**src/rtl/sar_comp_search_if.sv**
```systemverilog
// sar_comp_search_if: start request, comparator flags and search results of the SAR controller.
interface sar_comp_search_if #(parameter int WIDTH = 4);
    logic             start;
    logic             L;
    logic             E;
    logic             S;
    logic [WIDTH-1:0] guess;
    logic             busy;
    logic             done;
    logic [WIDTH-1:0] result;
    logic             err;
    modport master (output start, L, E, S, input guess, busy, done, result, err);
    modport slave  (input start, L, E, S, output guess, busy, done, result, err);
endinterface

```
**src/rtl/sar_comp_search.sv**
```systemverilog
// sar_comp_search: MSB-first successive-approximation search of a value seen only through L/E/S comparator flags.
module sar_comp_search #(
    parameter int WIDTH = 4
) (
    input logic              clk,
    input logic              rst_n,
    sar_comp_search_if.slave bus
);
    localparam int IW = $clog2(WIDTH);

    typedef enum logic [1:0] {IDLE, TRIAL, FINISH} state_t;

    state_t           state_q, state_d;
    logic [IW-1:0]    bit_q, bit_d;
    logic [WIDTH-1:0] guess_q, guess_d;
    logic [WIDTH-1:0] result_q, result_d;
    logic             err_q, err_d;
    logic [WIDTH-1:0] bit_m;
    logic [WIDTH-1:0] kept;
    logic             onehot;

    assign onehot = (bus.L ^ bus.E ^ bus.S) & ~(bus.L & bus.E & bus.S);

    always_comb begin
        state_d  = state_q;
        bit_d    = bit_q;
        guess_d  = guess_q;
        result_d = result_q;
        err_d    = err_q;
        bit_m    = '0;
        bit_m[bit_q] = 1'b1;
        kept     = bus.S ? guess_q : guess_q & ~bit_m;
        case (state_q)
            IDLE: begin
                if (bus.start) begin
                    guess_d = {1'b1, {(WIDTH-1){1'b0}}};
                    bit_d   = IW'(WIDTH-1);
                    err_d   = 1'b0;
                    state_d = TRIAL;
                end
            end
            TRIAL: begin
                if (!onehot || bus.E) begin
                    result_d = guess_q;
                    err_d    = !onehot;
                    state_d  = FINISH;
                end else if (bit_q != '0) begin
                    guess_d = kept | (bit_m >> 1);
                    bit_d   = bit_q - IW'(1);
                end else begin
                    // S on the last bit means the target exceeds every reachable guess
                    guess_d  = kept;
                    result_d = kept;
                    err_d    = bus.S;
                    state_d  = FINISH;
                end
            end
            FINISH:  state_d = IDLE;
            default: state_d = IDLE;
        endcase
    end

    always_ff @(posedge clk or negedge rst_n) begin
        if (!rst_n) begin
            state_q  <= IDLE;
            bit_q    <= IW'(WIDTH-1);
            guess_q  <= '0;
            result_q <= '0;
            err_q    <= 1'b0;
        end else begin
            state_q  <= state_d;
            bit_q    <= bit_d;
            guess_q  <= guess_d;
            result_q <= result_d;
            err_q    <= err_d;
        end
    end

    assign bus.guess  = guess_q;
    assign bus.busy   = state_q != IDLE;
    assign bus.done   = state_q == FINISH;
    assign bus.result = result_q;
    assign bus.err    = err_q;
endmodule
```
**src/flat_wrapper.sv**
```systemverilog
// flat-port wrapper written by rule: the top's interface ports become plain ports
module sar_comp_search_flat 
#(
    parameter int WIDTH = 4
)
  (clk, rst_n, bus_start, bus_L, bus_E, bus_S, bus_guess, bus_busy, bus_done, bus_result, bus_err);
  sar_comp_search_if #(.WIDTH(WIDTH)) bus_i ();
  input logic clk;
  input logic rst_n;
  input wire logic [$bits(bus_i.start)-1:0] bus_start;
  input wire logic [$bits(bus_i.L)-1:0] bus_L;
  input wire logic [$bits(bus_i.E)-1:0] bus_E;
  input wire logic [$bits(bus_i.S)-1:0] bus_S;
  output wire logic [$bits(bus_i.guess)-1:0] bus_guess;
  output wire logic [$bits(bus_i.busy)-1:0] bus_busy;
  output wire logic [$bits(bus_i.done)-1:0] bus_done;
  output wire logic [$bits(bus_i.result)-1:0] bus_result;
  output wire logic [$bits(bus_i.err)-1:0] bus_err;
  assign bus_i.start = bus_start;
  assign bus_i.L = bus_L;
  assign bus_i.E = bus_E;
  assign bus_i.S = bus_S;
  assign bus_guess = bus_i.guess;
  assign bus_busy = bus_i.busy;
  assign bus_done = bus_i.done;
  assign bus_result = bus_i.result;
  assign bus_err = bus_i.err;
  sar_comp_search #(.WIDTH(WIDTH)) u_core (.clk(clk), .rst_n(rst_n), .bus(bus_i));
endmodule
```
**config.mk**
```make
export PLATFORM = sky130hd
export DESIGN_NAME = sar_comp_search_flat
export DESIGN_NICKNAME = d
export VERILOG_FILES = /design/src/rtl/sar_comp_search_if.sv /design/src/rtl/sar_comp_search.sv /design/src/flat_wrapper.sv
export SDC_FILE = /design/constraint.sdc
export NUM_CORES = 1
export LEC_CHECK = 0
export ABC_CLOCK_PERIOD_IN_PS = 1800
export CORE_UTILIZATION = 43
export CTS_CLUSTER_SIZE = 40
export DETAILED_ROUTE_END_ITERATION = 8
export PLACE_DENSITY = 0.77
export SYNTH_ARGS = -nofsm -noshare
export SYNTH_HDL_FRONTEND = slang
export SYNTH_SLANG_ARGS = --single-unit
```
**constraint.sdc**
```tcl
create_clock -name clk -period 1.8 [get_ports clk]
set_clock_uncertainty 0.1 [all_clocks]
set_input_delay 0.18 -clock clk [delete_from_list [all_inputs] [get_ports clk]]
set_output_delay 0.18 -clock clk [all_outputs]
set_load 0.005 [all_outputs]
```
# Word-level counts from Yosys, hierarchy flattened
# Cells that the tools add are included.
[word_totals]
regBits = 13
latch_bits = 0
mem_bits_rw = 0
rom_bits = 0
output_inout_bits = 11
word_cells = 57
n_memories = 0
[op_classes]
n_addsub = 1
multipliers = 0
div_mod_pow = 0
n_lt_le_gt_ge = 2
n_eq_ne = 7
n_shift = 0
mux = 21
bitwise = 9
n_reduce_logical = 12
[ops]
columns = ["operator", "count"]
rows = [
  ["$mux W4", 6],
  ["$mux W2", 6],
  ["$pmux W2 S2", 2],
  ["$pmux W4 S2", 1],
  ["$reduce_and A3 Y1", 2],
  ["$reduce_bool A2 Y1", 3],
  ["$and A4 B4 Y4", 1],
  ["$mux W1", 4],
  ["$ne A2 B1 Y1 const B", 2],
  ["$ne A2 B2 Y1 const B", 2],
  ["$not A4 Y4", 1],
  ["$or A4 B3 Y4", 1],
  ["$reduce_and A2 Y1", 2],
  ["$reduce_and A4 Y1", 1],
  ["$and A1 B1 Y1", 3],
  ["$lt A2 B3 Y1 const B", 1],
  ["$ne A3 B2 Y1 const B", 1],
  ["$demux W1 S2", 1],
  ["$eq A2 B1 Y1 const B", 1],
  ["$eq A2 B2 Y1 const B", 1],
  ["$ge A2 B1 Y1 const B", 1],
  ["$logic_not A2 Y1", 1],
  ["$pmux W1 S2", 1],
  ["$sub A2 B1 Y2 const B", 1],
  ["5 further kinds", 6],
]

# Longest topological paths before layout
# Gate-level depths: netlist (run 1).
[logic_depth]
depth_word = 11
depth_mapped = 5
depth_no_buf = 5

# Worst setup path after synthesis (run 1)
# Ideal clock, no wire load.
[synth_path]
path_type = "input -> register"
from = "input bus_E"
to = "register u_core.result_q[1], in the netlist u_core.bus.result[1]"
setup_time_ns = 0.127
arrival_time_ns = 1.699
required_time_ns = 1.573
setup_slack_ns = -0.127
stages = 5
n_path_buf = 0
path_cell_list = "ha_1 -> or3b_4 -> a211oi_4 -> or2b_4 -> mux2_1"
[synth_between]
elab_chain_len = 8
[synth_rtl]
columns = ["item", "line_no", "text"]
rows = [
  ["start, declared", "flat_wrapper.sv:12", "input wire logic [$bits(bus_i.E)-1:0] bus_E;"],
  ["$and A1 B1 Y1 (2 in series)", "sar_comp_search.sv:22", "assign onehot = (bus.L ^ bus.E ^ bus.S) & ~(bus.L & bus.E & bus.S);"],
  ["$not A1 Y1", "sar_comp_search.sv:22", ""],
  ["$and A1 B1 Y1", "sar_comp_search.sv:22", ""],
  ["$logic_not A1 Y1", "sar_comp_search.sv:43", "if (!onehot || bus.E) begin"],
  ["$logic_or A1 B1 Y1 *", "sar_comp_search.sv:43", ""],
  ["$ne A2 B1 Y1 (no source line)", "n/a", ""],
  ["$reduce_and A2 Y1 (no source line)", "n/a", ""],
  ["end signal, assigned", "sar_comp_search.sv:74", "result_q <= result_d;"],
  ["end, declared", "sar_comp_search.sv:16", "logic [WIDTH-1:0] result_q, result_d;"],
]
# Every way passes the cells marked *; elsewhere a longest branch is shown, timed or not.
# A chain may end at the register's enable or synchronous reset.

# Worst setup path after layout (run 1)
[layout_path]
from = "register u_core.state_q[1]"
to = "output bus_busy"
[layout_between]
elab_chain_len = 1
[layout_rtl]
columns = ["item", "line_no", "text"]
rows = [
  ["start, declared", "sar_comp_search.sv:13", "state_t state_q, state_d;"],
  ["start signal, assigned", "sar_comp_search.sv:71", "state_q <= state_d;"],
  ["$reduce_bool A2 Y1", "sar_comp_search.sv:80", "assign bus.busy = state_q != IDLE;"],
  ["end, declared", "flat_wrapper.sv:15", "output wire logic [$bits(bus_i.busy)-1:0] bus_busy;"],
]
# No other way between the ends.

==> impl_metrics.env, run 1 <==
export IMPL_rr_endpoint="u_core.bus.result[2]"
export IMPL_synth_cell_type_count=28
export IMPL_cap_violations=0
export IMPL_clock_latency_ns=0.28
export IMPL_dp_slack_ns=-0.505
export IMPL_std_cell_rows=14
export IMPL_maxUsedRoutingLayer="met4"
export IMPL_cts_clk_slew_worst_paths_ns=0.08
export IMPL_setup_tns_ns=0
export IMPL_fin_area_mm2=0.00108
export IMPL_reg2reg_slack_ns=0.08
export IMPL_max_freq_mhz=568
export IMPL_cts_tree="built"
export IMPL_ir_worst_vdd_mv=0.711
export IMPL_synth_area_top_cells="dfrtp_1 (37%), ha_1 (8.5%), dfstp_2 (7.1%)"
export IMPL_synthFlopType="dfrtp_1"
export IMPL_crit_required_ns=1.52
export IMPL_finalCritPeriodShare_pct=97.9
export IMPL_slew_viol_final=0
export IMPL_p_sw_share_pct=32.6
export IMPL_grt_pass1_wl_um=2880
export IMPL_p_int_mw=0.801
export IMPL_gp_routability_congestion=0.770
export IMPL_fillers=136
export IMPL_dr_wl_met3_um=64
export IMPL_crit_start="u_core.state_q[1]"
export IMPL_synth_common_cells="dfrtp_1 (11), nand2_1 (6), nor2_1 (6), ha_1 (5)"
export IMPL_syn_inst=71
export IMPL_final_min_clock_period_ns=1.76
export IMPL_fp_dieW_um=43.4
export IMPL_combPwrFrac_pct=46.7
export IMPL_avgRoutedWirePerCell_um=14.9
export IMPL_setup_viol=0
export IMPL_dpl_hpwl_um=1350
export IMPL_placed_cells=114
export IMPL_syn_area_um2=737
export IMPL_tightestPinTransition_ns=0.587
export IMPL_p_leak_nw=0.477
export IMPL_wl_met2_um=905
export IMPL_grt_use_total_pct=21.7
export IMPL_yosysWarningCount=0
export IMPL_rr_startpoint="u_core.bit_q[0]"
export IMPL_power_frac_seq_pct=37.9
export IMPL_wl_met1_um=785
export IMPL_yosysMostFrequentCell="dfrtp_1"
export IMPL_post_route_util_pct=69.0
export IMPL_hold_viol=0
export IMPL_dieArea_mm2=0.00188
export IMPL_arrival_ns=1.48
export IMPL_ios=17
export IMPL_stdcell_count=119
export IMPL_timing_hold_ws_ns=0.168
export IMPL_cts_max_path_buffers=2
export IMPL_yosysTopAreaCell="dfrtp_1"
export IMPL_synth_edf_count=0
export IMPL_critPathCapture="bus_busy"
export IMPL_drt_iter0_markers=17
export IMPL_crit_fanout=8
export IMPL_die_height_um=43.4
export IMPL_synth_seq_area_share_pct=44.5
export IMPL_vias_per_cell=5.70
export IMPL_synth_top_area_share_pct=37.4
export IMPL_power_share_clock_pct=15.4
export IMPL_status="finished with violations"
export IMPL_drive_above_1_share_pct=27.2
export IMPL_violations="DRC"
export IMPL_slew_headroom_pct=60.8
export IMPL_diodes=0
export IMPL_overflow=0
export IMPL_start_kind="flip-flop"
export IMPL_cts_made_buffers=3
export IMPL_grt_max_degree=14
export IMPL_syn_num_nets=82
export IMPL_cellPowerDensity_mw_per_mm2=1110
export IMPL_nNetsFinal=115
export IMPL_min_path_type="input pin to async pin"
export IMPL_drc_errors=4
export IMPL_area_delta_synth_final_pct=46.0
export IMPL_place_area_mm2=0.00104
export IMPL_grt_pass1_vias=627
export IMPL_htreeDepth=1
export IMPL_drtPass1Iterations=6
export IMPL_clkSinkCount=13
export IMPL_crit_type="flip-flop to output pin"
export IMPL_ant_nets=0
export IMPL_power_total_mw=1.19
export IMPL_wirelength_um=1780
export IMPL_syn_avg_cell_area_um2=10.4
export IMPL_fin_ws_ns=0.0382
export IMPL_cts_root_buffer="clkbuf_4"
export IMPL_async_flop_share_pct=100
export IMPL_core_area_mm2=0.00156
export IMPL_io_buffers=16
export IMPL_p_sw_mw=0.388
export IMPL_r2r_cells=5
export IMPL_ys_ff_latch=13
export IMPL_start_util_pct=47.3
export IMPL_crit_path_end_kind="output pin"
export IMPL_num_vias=678
export IMPL_grt_antenna_before_repair=0
cell usage in the layout, fill, tap and decap left out:
| cell type | synthesis | routed |
|---|---|---|
| clkdlybuf4s15_1 | 0 | 1 |
| inv_1 | 4 | 3 |
| buf_4 | 0 | 11 |
| mux2_4 | 0 | 2 |
| or2_2 | 1 | 1 |
| dlygate4sd2_1 | 0 | 1 |
| and4_1 | 1 | 1 |
| nor2_1 | 6 | 6 |
| clkbuf_4 | 0 | 3 |
| nand3_1 | 2 | 2 |
| or3b_2 | 1 | 1 |
| a21boi_0 | 2 | 2 |
| o221ai_1 | 1 | 1 |
| a32o_1 | 4 | 4 |
| o21a_1 | 1 | 1 |
| clkbuf_1 | 1 | 1 |
| mux2i_1 | 1 | 1 |
| and2_1 | 1 | 1 |
| nand2_1 | 6 | 6 |
| or3b_4 | 1 | 1 |
| nor2b_1 | 1 | 1 |
| nand2b_1 | 3 | 3 |
| ha_4 | 0 | 2 |
| ha_1 | 5 | 3 |
| nor3b_1 | 3 | 3 |
| a21oi_1 | 2 | 2 |
| o21ai_0 | 4 | 4 |
| dfrtp_1 | 11 | 11 |
| dfstp_2 | 2 | 2 |
| clkdlybuf4s50_1 | 0 | 14 |
| a311oi_1 | 1 | 1 |
| a211oi_4 | 1 | 1 |
| or2b_4 | 1 | 1 |
| nor3_1 | 2 | 2 |
| buf_6 | 0 | 2 |
| inv_2 | 0 | 1 |
critical path: stages (launching register included):
cell and delay (ns):
dfrtp_1 0.46, or2_2 0.30, clkdlybuf4s50_1 0.44
power groups by stage:
stage	Combinational [mW]	Clock (mW)	Sequential, mW
floorplan	0.248	0	0.455
global placement	0.526	0	0.449
detailed placement	0.542	0	0.454
CTS	0.553	0.194	0.448
global route	0.603	0.206	0.465
finish	0.555	0.184	0.450
logic make-up (layout without fill, tap and decap cells):
logic type / after synthesis / count (layout) / share of synthesized area [%]
and+or+nand+nor: 29 / 29 / 22.4
adders and majority gates: 5 / 5 / 8.49
buffers and inverters: 5 / 37 / 2.55
DFF: 13 / 13 / 44.5
muxes: 3 / 3 / 4.41
AOI/OAI and AO/OA: 16 / 16 / 17.7
cell type report:
type	instances	area (um^2)	share of cell area, %
multi-input combinational	53	423	39.3
sequential	13	328	30.5
timing repair buffer	29	264	24.5
clock buffer	4	26.3	2.44
tap	16	20.0	1.86
inverter	4	15.0	1.40
registers in the layout (all words and copies together) (netlist names):
name / flops
u_core.bus.guess: 4
u_core.state_q: 2
u_core.bit_q: 2
u_core.bus.result: 4
u_core.bus.err: 1
layer usage:
layer  track usage (%)  vias to the layer above
li1                  -                      322
met1              26.5                      332
met2              37.0                       20
met3              3.75                        4
met4              10.6                        0
met5                 0                        -
worst min path at each step:
| stage | startpoint | endpoint | slack [ns] |
|---|---|---|---|
| 2_1_floorplan | rst_n | u_core.bus.err | -0.22 |
| 3_3_place_gp | u_core.bus.result[0] | u_core.bus.result[0] | 0.38 |
| 3_5_place_dp | u_core.bus.result[0] | u_core.bus.result[0] | 0.39 |
| 4_1_cts | rst_n | u_core.bus.guess[0] | 0.18 |
| 5_1_grt | rst_n | u_core.bus.err | 0.20 |
| 6_report | rst_n | u_core.bus.result[1] | 0.17 |
what timing repair did:
action,in CTS,in global routing
hold buffers,0,0
setup buffers,1,0
gates resized for setup,3,3
setup endpoints to repair,11,6
pin swaps,2,2
hold endpoints to repair,0,0
(Power assumes the default switching activity.)
==> inputs of run 2 (changes only) <==
--- a/config.mk
+++ b/config.mk
@@ -7,9 +7,11 @@
 export LEC_CHECK = 0
 export ABC_CLOCK_PERIOD_IN_PS = 1800
 export CORE_UTILIZATION = 43
+export CTS_BUF_LIST = sky130_fd_sc_hd__clkbuf_16
 export CTS_CLUSTER_SIZE = 40
 export DETAILED_ROUTE_END_ITERATION = 8
 export PLACE_DENSITY = 0.77
+export SLEW_MARGIN = 25
 export SYNTH_ARGS = -nofsm -noshare
 export SYNTH_HDL_FRONTEND = slang
 export SYNTH_SLANG_ARGS = --single-unit
==> run 2 against run 1 <==
The run still ends with DRC left. First-iteration DRC count down 5.9%. Global-route usage rose by 2.2 points. Flip-flop and latch count unchanged. Via count grew 2.4%. Die area did not move. Cell count rose by 1.7%. Worst hold slack gained 0.048 ns. Count of clock-buffer cells in the layout decreased by 1. Critical endpoint is now u_core.bus.result[2]. Largest power group unchanged. Highest routed layer unchanged.
==> impl_metrics.env, run 2 (same netlist as run 1, synthesis figures left out) <==
export IMPL_status="finished with violations"
export IMPL_violations="DRC"
export IMPL_slowest_delay_ns=0.41
export IMPL_rsz0062_at_grt="false"
export IMPL_ir_worst_vdd_mv=0.641
export IMPL_hold_viol=0
export IMPL_vias_per_cell=5.74
export IMPL_setup_tns_ns=0
export IMPL_cts_max_path_buffers=2
export IMPL_grt_use_total_pct=23.9
export IMPL_dieArea_mm2=0.00188
export IMPL_ios=17
export IMPL_cts_tree="built"
export IMPL_layout_commonest_cell="buf_4"
export IMPL_place_area_mm2=0.00104
export IMPL_max_freq_mhz=576
export IMPL_min_path_type="input pin to async pin"
export IMPL_timing_hold_ws_ns=0.216
export IMPL_slew_headroom_pct=60.4
export IMPL_crit_type="input pin to flip-flop"
export IMPL_crit_required_ns=1.83
export IMPL_cts_hold_buf=0
export IMPL_worstPathCellList="clkdlybuf4s15_2, ha_4, or3b_4, a211oi_4, or2b_4, mux2_4"
export IMPL_cellPowerDensity_mw_per_mm2=1250
export IMPL_grt_max_degree=14
export IMPL_clkSinkCount=13
export IMPL_p_leak_nw=0.522
export IMPL_tightestPinTransition_ns=0.593
export IMPL_cap_violations=0
export IMPL_diodes=0
export IMPL_drc_errors=4
export IMPL_grt_pass1_vias=648
export IMPL_avgRoutedWirePerCell_um=16.3
export IMPL_nNetsFinal=117
export IMPL_die_height_um=43.4
export IMPL_power_total_mw=1.44
export IMPL_arrival_ns=1.76
export IMPL_drive_above_1_share_pct=32.4
export IMPL_dpl_hpwl_um=1350
export IMPL_fin_area_mm2=0.00115
export IMPL_cts_clk_slew_worst_paths_ns=0.05
export IMPL_drtPass1Iterations=6
export IMPL_crit_fanout=4
export IMPL_fp_dieW_um=43.4
export IMPL_overflow=0
export IMPL_slew_viol_final=0
export IMPL_setup_viol=0
export IMPL_core_area_mm2=0.00156
export IMPL_start_kind="input pin"
export IMPL_ant_nets=0
export IMPL_final_min_clock_period_ns=1.74
export IMPL_clock_latency_ns=0.24
export IMPL_finalCritPeriodShare_pct=96.5
export IMPL_crit_path_end_kind="flip-flop"
export IMPL_grt_antenna_before_repair=0
export IMPL_cts_made_buffers=3
export IMPL_fin_ws_ns=0.0637
export IMPL_cp_slowest_cell="or3b_4"
export IMPL_grt_pass1_wl_um=3160
export IMPL_start_util_pct=47.3
export IMPL_final_cell_mix="buf_4 (14), clkdlybuf4s50_1 (13), dfrtp_1 (11)"
export IMPL_htreeDepth=1
export IMPL_io_buffers=16
export IMPL_cts_root_buffer="clkbuf_16"
export IMPL_num_vias=694
export IMPL_gp_routability_congestion=0.770
export IMPL_area_delta_synth_final_pct=55.7
export IMPL_drt_iter0_markers=16
export IMPL_std_cell_rows=14
export IMPL_dp_slack_ns=-0.505
export IMPL_wirelength_um=1970
==> run 2: area by class of cell <==
type,count,area (um^2)
timing repair buffer,31,275
multi-input combinational,53,430
clock inverter,1,3.75
fill,114,412
tap,16,20.0
inverter,4,15.0
sequential,13,328
clock buffer,3,75.1
==> run 2: where the power goes <==
group	internal [mW]	leakage [nW]	switching [mW]
Sequential	0.386	0.163	0.0640
Clock	0.293	0.0423	0.126
Combinational	0.334	0.317	0.235
==> run 2: final timing paths <==
kind	start	to	slack, ns	cells after the start
setup / recovery	bus_E	u_core.bus.result[2]	0.06	6
hold / removal	rst_n	u_core.bus.result[1]	0.22	1
setup reg to reg	u_core.bit_q[0]	u_core.bus.result[2]	0.07	5
hold reg to reg	u_core.bus.result[0]	u_core.bus.result[0]	0.39	1
max in group asynchronous	rst_n	u_core.bus.guess[2]	1.00	1
min in group clk	bus_E	u_core.bus.err	0.36	3
==> run 2: metal layers <==
layer  vias to the layer above  part of all wire, %  track usage (%)
met2                        20                   51             41.8
met3                         9                  3.7             4.17
li1                        324                    -                -
met4                         0                  3.5             11.9
met1                       341                   42             28.1
met5                         -                    0                0
==> run 2: stage by stage <==
| stage | utilization, % | std cells |
|---|---|---|
| 6_report | 73.6 | 121 |
| 3_5_place_dp | 66.5 | 114 |
| 5_1_grt | 73.6 | 121 |
| 3_3_place_gp | 66.5 | 114 |
| 2_1_floorplan | - | 71 |
| 4_1_cts | 72.7 | 120 |
==> run 2: critical path: cells and delay by family <==
| kind | cells | cell delay (ns) |
|---|---|---|
| fa+ha+maj | 1 | 0.23 |
| mux | 1 | 0.29 |
| buf+inv | 1 | 0.21 |
| simple gates | 2 | 0.60 |
| compound gates | 1 | 0.25 |
==> run 2: repair_timing <==
action	CTS	global route
buffers inserted	2	1
resized for setup	5	6
endpoints found under the setup margin	11	5
pin swaps	2	3
==> inputs of run 3 (changes only) <==
--- a/config.mk
+++ b/config.mk
@@ -11,7 +11,7 @@
 export CTS_CLUSTER_SIZE = 40
 export DETAILED_ROUTE_END_ITERATION = 8
 export PLACE_DENSITY = 0.77
-export SLEW_MARGIN = 25
+export SLEW_MARGIN = 10
 export SYNTH_ARGS = -nofsm -noshare
 export SYNTH_HDL_FRONTEND = slang
 export SYNTH_SLANG_ARGS = --single-unit
==> results of run 3 <==
No change in the layout: final DEF, timing and power equal those of run 2.
